## config.mk

```make
export PLATFORM = sky130hd
export DESIGN_NAME = jt900h_rfile_wb
export DESIGN_NICKNAME = d
export VERILOG_FILES = /design/src/rtl/jt900h_rfile_wb_pkg.sv /design/src/rtl/jt900h_rdec.sv /design/src/rtl/jt900h_rfile_wb.sv
export SDC_FILE = /design/constraint.sdc
export NUM_CORES = 2
export LEC_CHECK = 0
export CAP_MARGIN = 20
export CORE_MARGIN = 2
export CORE_UTILIZATION = 53
export DETAILED_ROUTE_END_ITERATION = 10
export PLACE_DENSITY = 0.73
export REMOVE_ABC_BUFFERS = 1
export SYNTH_ARGS = -nofsm -noshare
export SYNTH_HDL_FRONTEND = slang
export SYNTH_SLANG_ARGS = --single-unit
```

## constraint.sdc

```tcl
create_clock -name clk -period 33.6 [get_ports clk]
set_input_delay 3.36 -clock clk [delete_from_list [all_inputs] [get_ports clk]]
set_output_delay 3.36 -clock clk [all_outputs]
set_load 0.01 [all_outputs]
```

## src/rtl/jt900h_rfile_wb_pkg.sv

```systemverilog
// jt900h_rfile_wb_pkg
//   Shared definitions for the TLCS-900H register file / write-back slice:
//   one-hot width codes, register-code bank prefixes, global register
//   indices, the pending-write record and byte-lane helper functions.
package jt900h_rfile_wb_pkg;

   localparam logic [2:0] W_BYTE = 3'b001;
   localparam logic [2:0] W_WORD = 3'b010;
   localparam logic [2:0] W_LONG = 3'b100;

   localparam logic [3:0] CODE_PREV = 4'hD;
   localparam logic [3:0] CODE_CUR  = 4'hE;
   localparam logic [3:0] CODE_GLB  = 4'hF;

   typedef enum logic [1:0] {
      G_XIX = 2'd0,
      G_XIY = 2'd1,
      G_XIZ = 2'd2,
      G_XSP = 2'd3
   } glb_e;

   // 4 banks x 4 registers occupy 0..15, globals sit at 16..19
   localparam int unsigned NREGS   = 20;
   localparam logic [4:0]  IDX_XSP = {1'b1, 2'b00, G_XSP};

   typedef struct packed {
      logic [4:0]  idx;
      logic [3:0]  be;
      logic [31:0] data;   // already shifted into its byte lanes
   } wpend_t;

   // Byte enables for an access of width w starting at (aligned) lane
   function automatic logic [3:0] lane_be(input logic [2:0] w, input logic [1:0] lane);
      if (w[2])      return 4'b1111;
      else if (w[1]) return lane[1] ? 4'b1100 : 4'b0011;
      else           return 4'b0001 << lane;
   endfunction

   // Overlay the enabled bytes of data onto word
   function automatic logic [31:0] merge(input logic [31:0] word, input logic [3:0] be,
                                         input logic [31:0] data);
      logic [31:0] r;
      r = word;
      for (int unsigned b = 0; b < 4; b++)
         if (be[b]) r[8*b +: 8] = data[8*b +: 8];
      return r;
   endfunction

   // Extract the width-aligned field at lane, zero-extended
   function automatic logic [31:0] field(input logic [31:0] word, input logic [2:0] w,
                                         input logic [1:0] lane);
      logic [31:0] s;
      s = word >> {lane, 3'b000};
      if (w[2])      return s;
      else if (w[1]) return {16'h0000, s[15:0]};
      else           return {24'h000000, s[7:0]};
   endfunction

endpackage

```

## src/rtl/jt900h_rdec.sv

```systemverilog
// jt900h_rdec
//   Combinational register-code decoder.
//   code_i   : TLCS-900H register code
//   rfp_i    : current bank pointer
//   w_i      : one-hot access width (long > word > byte if several bits set)
//   valid_o  : code addresses a real register
//   idx_o    : physical index {global, bank, reg}
//   lane_o   : width-aligned starting byte lane
//   forced_o : alignment had to clear low code bits
module jt900h_rdec
   import jt900h_rfile_wb_pkg::*;
(
   input  logic [7:0] code_i,
   input  logic [1:0] rfp_i,
   input  logic [2:0] w_i,
   output logic       valid_o,
   output logic [4:0] idx_o,
   output logic [1:0] lane_o,
   output logic       forced_o
);

   always_comb begin
      valid_o = 1'b1;
      idx_o   = '0;
      case (code_i[7:4])
         4'h0, 4'h1, 4'h2, 4'h3: idx_o = {1'b0, code_i[5:4], code_i[3:2]};
         CODE_PREV:              idx_o = {1'b0, rfp_i - 2'd1, code_i[3:2]};
         CODE_CUR:               idx_o = {1'b0, rfp_i, code_i[3:2]};
         CODE_GLB:               idx_o = {1'b1, 2'b00, code_i[3:2]};
         default:                valid_o = 1'b0;
      endcase
   end

   always_comb begin
      if (w_i[2]) begin
         lane_o   = 2'b00;
         forced_o = |code_i[1:0];
      end else if (w_i[1]) begin
         lane_o   = {code_i[1], 1'b0};
         forced_o = code_i[0];
      end else begin
         lane_o   = code_i[1:0];
         forced_o = 1'b0;
      end
   end

endmodule

```

## src/rtl/jt900h_rfile_wb.sv

```systemverilog
// jt900h_rfile_wb
//   Register file + write-back stage behind the ALU. Writes are captured
//   into a one-entry pending stage and committed on the following cen edge;
//   two combinational read ports forward from the pending entry per byte.
//   clk, rst (async, active-high), cen    : clocking
//   rfp                                   : current bank pointer
//   wr_addr, alu_we, wr_data              : ALU result write request
//   rd0_addr, rd0_w -> op0                : read port 0
//   rd1_addr, rd1_w -> op1                : read port 1
//   pend                                  : a write is pending
//   misalign                              : captured write needed alignment
module jt900h_rfile_wb
   import jt900h_rfile_wb_pkg::*;
#(
   parameter logic [31:0] SP_RST = 32'h0000_0100,
   parameter int          BANKS  = 4
) (
   input  logic        clk,
   input  logic        rst,
   input  logic        cen,
   input  logic [1:0]  rfp,
   input  logic [7:0]  wr_addr,
   input  logic [2:0]  alu_we,
   input  logic [31:0] wr_data,
   input  logic [7:0]  rd0_addr,
   input  logic [2:0]  rd0_w,
   output logic [31:0] op0,
   input  logic [7:0]  rd1_addr,
   input  logic [2:0]  rd1_w,
   output logic [31:0] op1,
   output logic        pend,
   output logic        misalign
);

   if (BANKS != 4) begin : g_banks_chk
      $error("jt900h_rfile_wb: BANKS must be 4");
   end

   logic [31:0] regs_q [NREGS];
   wpend_t      wp_q, wp_d;
   logic        pend_q, pend_d;
   logic        misalign_q;

   logic       w_valid, w_forced, r0_valid, r0_forced, r1_valid, r1_forced;
   logic [4:0] w_idx, r0_idx, r1_idx;
   logic [1:0] w_lane, r0_lane, r1_lane;
   logic       capture;

   jt900h_rdec u_wdec (
      .code_i(wr_addr), .rfp_i(rfp), .w_i(alu_we),
      .valid_o(w_valid), .idx_o(w_idx), .lane_o(w_lane), .forced_o(w_forced)
   );

   jt900h_rdec u_rd0dec (
      .code_i(rd0_addr), .rfp_i(rfp), .w_i(rd0_w),
      .valid_o(r0_valid), .idx_o(r0_idx), .lane_o(r0_lane), .forced_o(r0_forced)
   );

   jt900h_rdec u_rd1dec (
      .code_i(rd1_addr), .rfp_i(rfp), .w_i(rd1_w),
      .valid_o(r1_valid), .idx_o(r1_idx), .lane_o(r1_lane), .forced_o(r1_forced)
   );

   assign capture = cen & (|alu_we) & w_valid;

   always_comb begin
      wp_d   = wp_q;
      pend_d = pend_q;
      if (cen) begin
         pend_d = capture;
         if (capture) begin
            wp_d.idx  = w_idx;
            wp_d.be   = lane_be(alu_we, w_lane);
            wp_d.data = wr_data << {w_lane, 3'b000};
         end
      end
   end

   // Commit of the old entry and capture of a new one share the same edge;
   // the new entry stays pending and overlays the committed value on reads.
   always_ff @(posedge clk or posedge rst) begin
      if (rst) begin
         for (int unsigned i = 0; i < NREGS; i++) regs_q[i[4:0]] <= '0;
         regs_q[IDX_XSP] <= SP_RST;
         wp_q       <= '0;
         pend_q     <= 1'b0;
         misalign_q <= 1'b0;
      end else begin
         misalign_q <= capture & w_forced;
         if (cen) begin
            if (pend_q) regs_q[wp_q.idx] <= merge(regs_q[wp_q.idx], wp_q.be, wp_q.data);
            wp_q   <= wp_d;
            pend_q <= pend_d;
         end
      end
   end

   always_comb begin
      logic [31:0] w0, w1;
      w0 = regs_q[r0_idx];
      w1 = regs_q[r1_idx];
      if (pend_q && wp_q.idx == r0_idx) w0 = merge(w0, wp_q.be, wp_q.data);
      if (pend_q && wp_q.idx == r1_idx) w1 = merge(w1, wp_q.be, wp_q.data);
      op0 = r0_valid ? field(w0, rd0_w, r0_lane) : '0;
      op1 = r1_valid ? field(w1, rd1_w, r1_lane) : '0;
   end

   assign pend     = pend_q;
   assign misalign = misalign_q;

   // Read-side alignment forcing has no observable effect
   logic unused_ok;
   assign unused_ok = r0_forced ^ r1_forced;

endmodule

```

==> results.md <==
* Outcome: complete, but fails checks
* Failing checks: DRC
* Worst EP required at a little over 30 ns
* Avg Cell Area, Syn at a little over 10 um2
* Post-placement cell count at 5444
* CP Max Fanout at 28
* Vias in the first global route at just over 40k
* IO Count at 136
* CTS Hold Bufs at 0
* Initial Util at 53.2%
* # DRC at 1
* Synth Area in Simple Gates at under 10%
* Die Footprint at between 80000 and 90000 um2
* Vias per std cell at a little under 8
* Least-Margin Pin Slew at between 1 and 1.5 ns
* Clk pwr share at between 20 and 30%
* Crit. End Element: primary output
* DR iter-0 viols at 8678
* Final setup violation count at 0
* Fin. Hold Viols at 0
* Power per cell area at approximately 57 nW/um2
* Most common cell in the netlist: mux2_2
* Synth top area cells: dfrtp_1 (37%), mux2_2 (18%), mux4_2 (8.1%)
* Post-CTS setup buffers at 0
* First-pass GRT wire length at 291000 um
* Synth Register Bits at around 680
* Total CTS buffers at 78
* FP Rows at between 100 and 150
* Placed cell area at 48400 um2
* Reg area at 17100 um2
* Gr usage total at 45.0%
* Final Wtd Congestion at 1.03
* P_leak at between 0.02 and 0.025 uW
* Sequential Power Share at a little under two fifths
* DIE WIDTH at between 200 and 300 um
* Largest family of logic cells by synthesized area: multiplexers
* Synth Area in XOR/XNOR at 0.152%
* P_sw at about 1100 uW
* Synth top cells by count: mux2_2 (735), dfrtp_1 (682), nand2_1 (401), a21oi_1 (320), mux2i_1 (277)
* Compound-Gate Fraction of Synth Area at ~17%
* Layout Utilization at 59.0%
* Largest net degree at the start of global routing at 158
* Area grow syn2layout at 10.9%
* Worst path arrival time at 9.84 ns
* Post-synthesis sequential area ratio at between 30% and 40%
* Nets at 4445
* WL per Instance at 36.9 um
* Area leader, netlist: dfrtp_1
* Prevailing post-synth register cell: dfrtp_1
* Maximum Capacitance Violations at 0
* Peak VDD IR at just over 0.04 mV
* Synth warn at 0
* 1st-pass router iterations at 11
* Pint at between 1500 and 2000 uW
* Min Tclk post-route at between 10 and 15 ns
* Post-DP HPWL at ~120000 um
* Final hold slack at 0.554 ns
* Final std cells w/o fill at 5598
* Clock Sinks at ~680
* Switching Share at about 37%
* Worst-skew pair later-pin latency at 0.67 ns
* Area of the multi-input gates at ~27000 um2
* Routed WL at between 200000 and 250000 um
* Worst Setup Start Kind: input pin
* Total gr overflow at 0
* Antenna Nets Post-Route at 0
* Htree depth at 3
* Synth Area in Adders at 0%
* Library cells used by synthesis at slightly above 80
* Setup Skew at 0.0248 ns
* Slew headroom at approximately 16%
* EDFF count, synth at 0
* Share of cells above drive strength 1 at approximately 28%
* Core Region at 86300 um2
* TNS Setup at 0 ns
* Unrepaired setup endpoints after global routing: false
* Synth top area share at 37.1%
* Kind of critical path: in2out
* CTS clk-pin slew, worst paths at around 0.05 ns
* Mux share of post-synthesis cell area at between 30% and 40%
* Max Buffers Root-to-Sink at 3
* Combinational share of power at around 33%
* Number of fill cells at 7182
* Period utilization at 39.3%
* Gate Count Post-Synth at between 4k and 5k
* Fin area at between 50000 and 60000 um2
* HP Class: reg2reg
* CTS tree: done
* Root Driver: clkbuf_16
* Post-Syn Area at about 46000 um2
* PortBufs at between 100 and 150
* Die Ht at roughly 300 um
* Total number of vias at between 40k and 50k
* Max-slew violation count at 0
* Initial antenna violation count at 14
* Cts repair resizes at 0
* Post-synth ARST share at 100%
* Fmax achieved at between 70 and 80 MHz
[final timing paths]
check / from / endpoint / slack, ns / cells after the start
min in group asynchronous: rst / regs_q[401]$_DFFE_PP0P_ / 3.26 / 2
hold / removal: regs_q[62]$_DFFE_PP0P_ / regs_q[62]$_DFFE_PP0P_ / 0.55 / 1
setup / recovery: rd0_addr[7] / op0[3] / 20.40 / 14
max in group asynchronous: rst / wp_q[39]$_DFFE_PP0P_ / 27.95 / 4
setup reg to reg: wp_q[36]$_DFFE_PP0P_ / regs_q[348]$_DFFE_PP0P_ / 28.92 / 10
hold reg to reg: regs_q[62]$_DFFE_PP0P_ / regs_q[62]$_DFFE_PP0P_ / 0.55 / 1
[area by class of cell]
cell class / count / share of cell area [%]
Antenna cell: 11 / 0.0540
Clock buffer: 114 / 4.53
Clock inverter: 23 / 0.434
Inverter: 24 / 0.191
Multi-Input combinational cell: 3301 / 53.3
Sequential cell: 683 / 33.6
Tap cell: 1155 / 2.83
Timing Repair Buffer: 287 / 5.06
[layer usage]
layer	wire length (um)	GRT usage [%]	vias up
met2	77800	58.0	4772
met1	69400	55.5	21300
met4	19100	31.3	16
met5	467	3.39	-
met3	40100	26.0	1399
li1	-	-	16800
[power by group through the flow]
stage	clock, uW	combinational (uW)	sequential [uW]
after floorplan	0	565	1070
after global placement	0	876	1090
after detailed placement	0	891	1100
after CTS	867	895	1080
after global routing	902	975	1100
final	870	949	1100
[placed cells by master (no fill, tap or decap), drive strengths merged, types with 26 or more instances in the layout]
master         count
o22ai            104
dfrtp            682
a22oi             51
o221ai            69
mux4             166
a211oi            44
nor3              40
mux2i            277
mux2             735
clkdlybuf4s50    128
buf              157
nand3             86
clkbuf           116
nor2             262
a21oi            321
a31oi             65
a221oi            68
nor2b             42
a221o             26
o21ai            191
o211ai            43
inv               28
nand2            401
[worst max-delay path: stages]
cell	delay [ns]
clkdlybuf4s50_1	0.65
or2_2	0.47
buf_4	0.29
a21boi_4	0.88
buf_4	0.57
buf_4	0.49
nand2_1	0.11
a32o_1	0.26
o21ai_0	0.18
a22oi_1	0.19
a211oi_1	0.92
nor3_1	0.28
a211oi_1	0.46
clkdlybuf4s50_1	0.62
[through the flow]
stage	power (uW)	setup slack (ns)
after detailed placement	1990	20.95
after CTS	2840	20.93
final	2920	20.40
after floorplan	1630	11.09
after global placement	1960	20.95
after global routing	2980	20.51
[kinds of logic after synthesis]
kind of cell    count (synthesis)
mux                          1178
simple gates                  952
flops                         683
buf+inv                       502
compound gates               1163
xor+xnor                        8
[sequential cells by signal, indices dropped and copies added (netlist names)]
| signal | flops |
|---|---|
| misalign | 1 |
| wp_q | 41 |
| pend | 1 |
| regs_q | 640 |
Power figures use the tool's default switching activity.
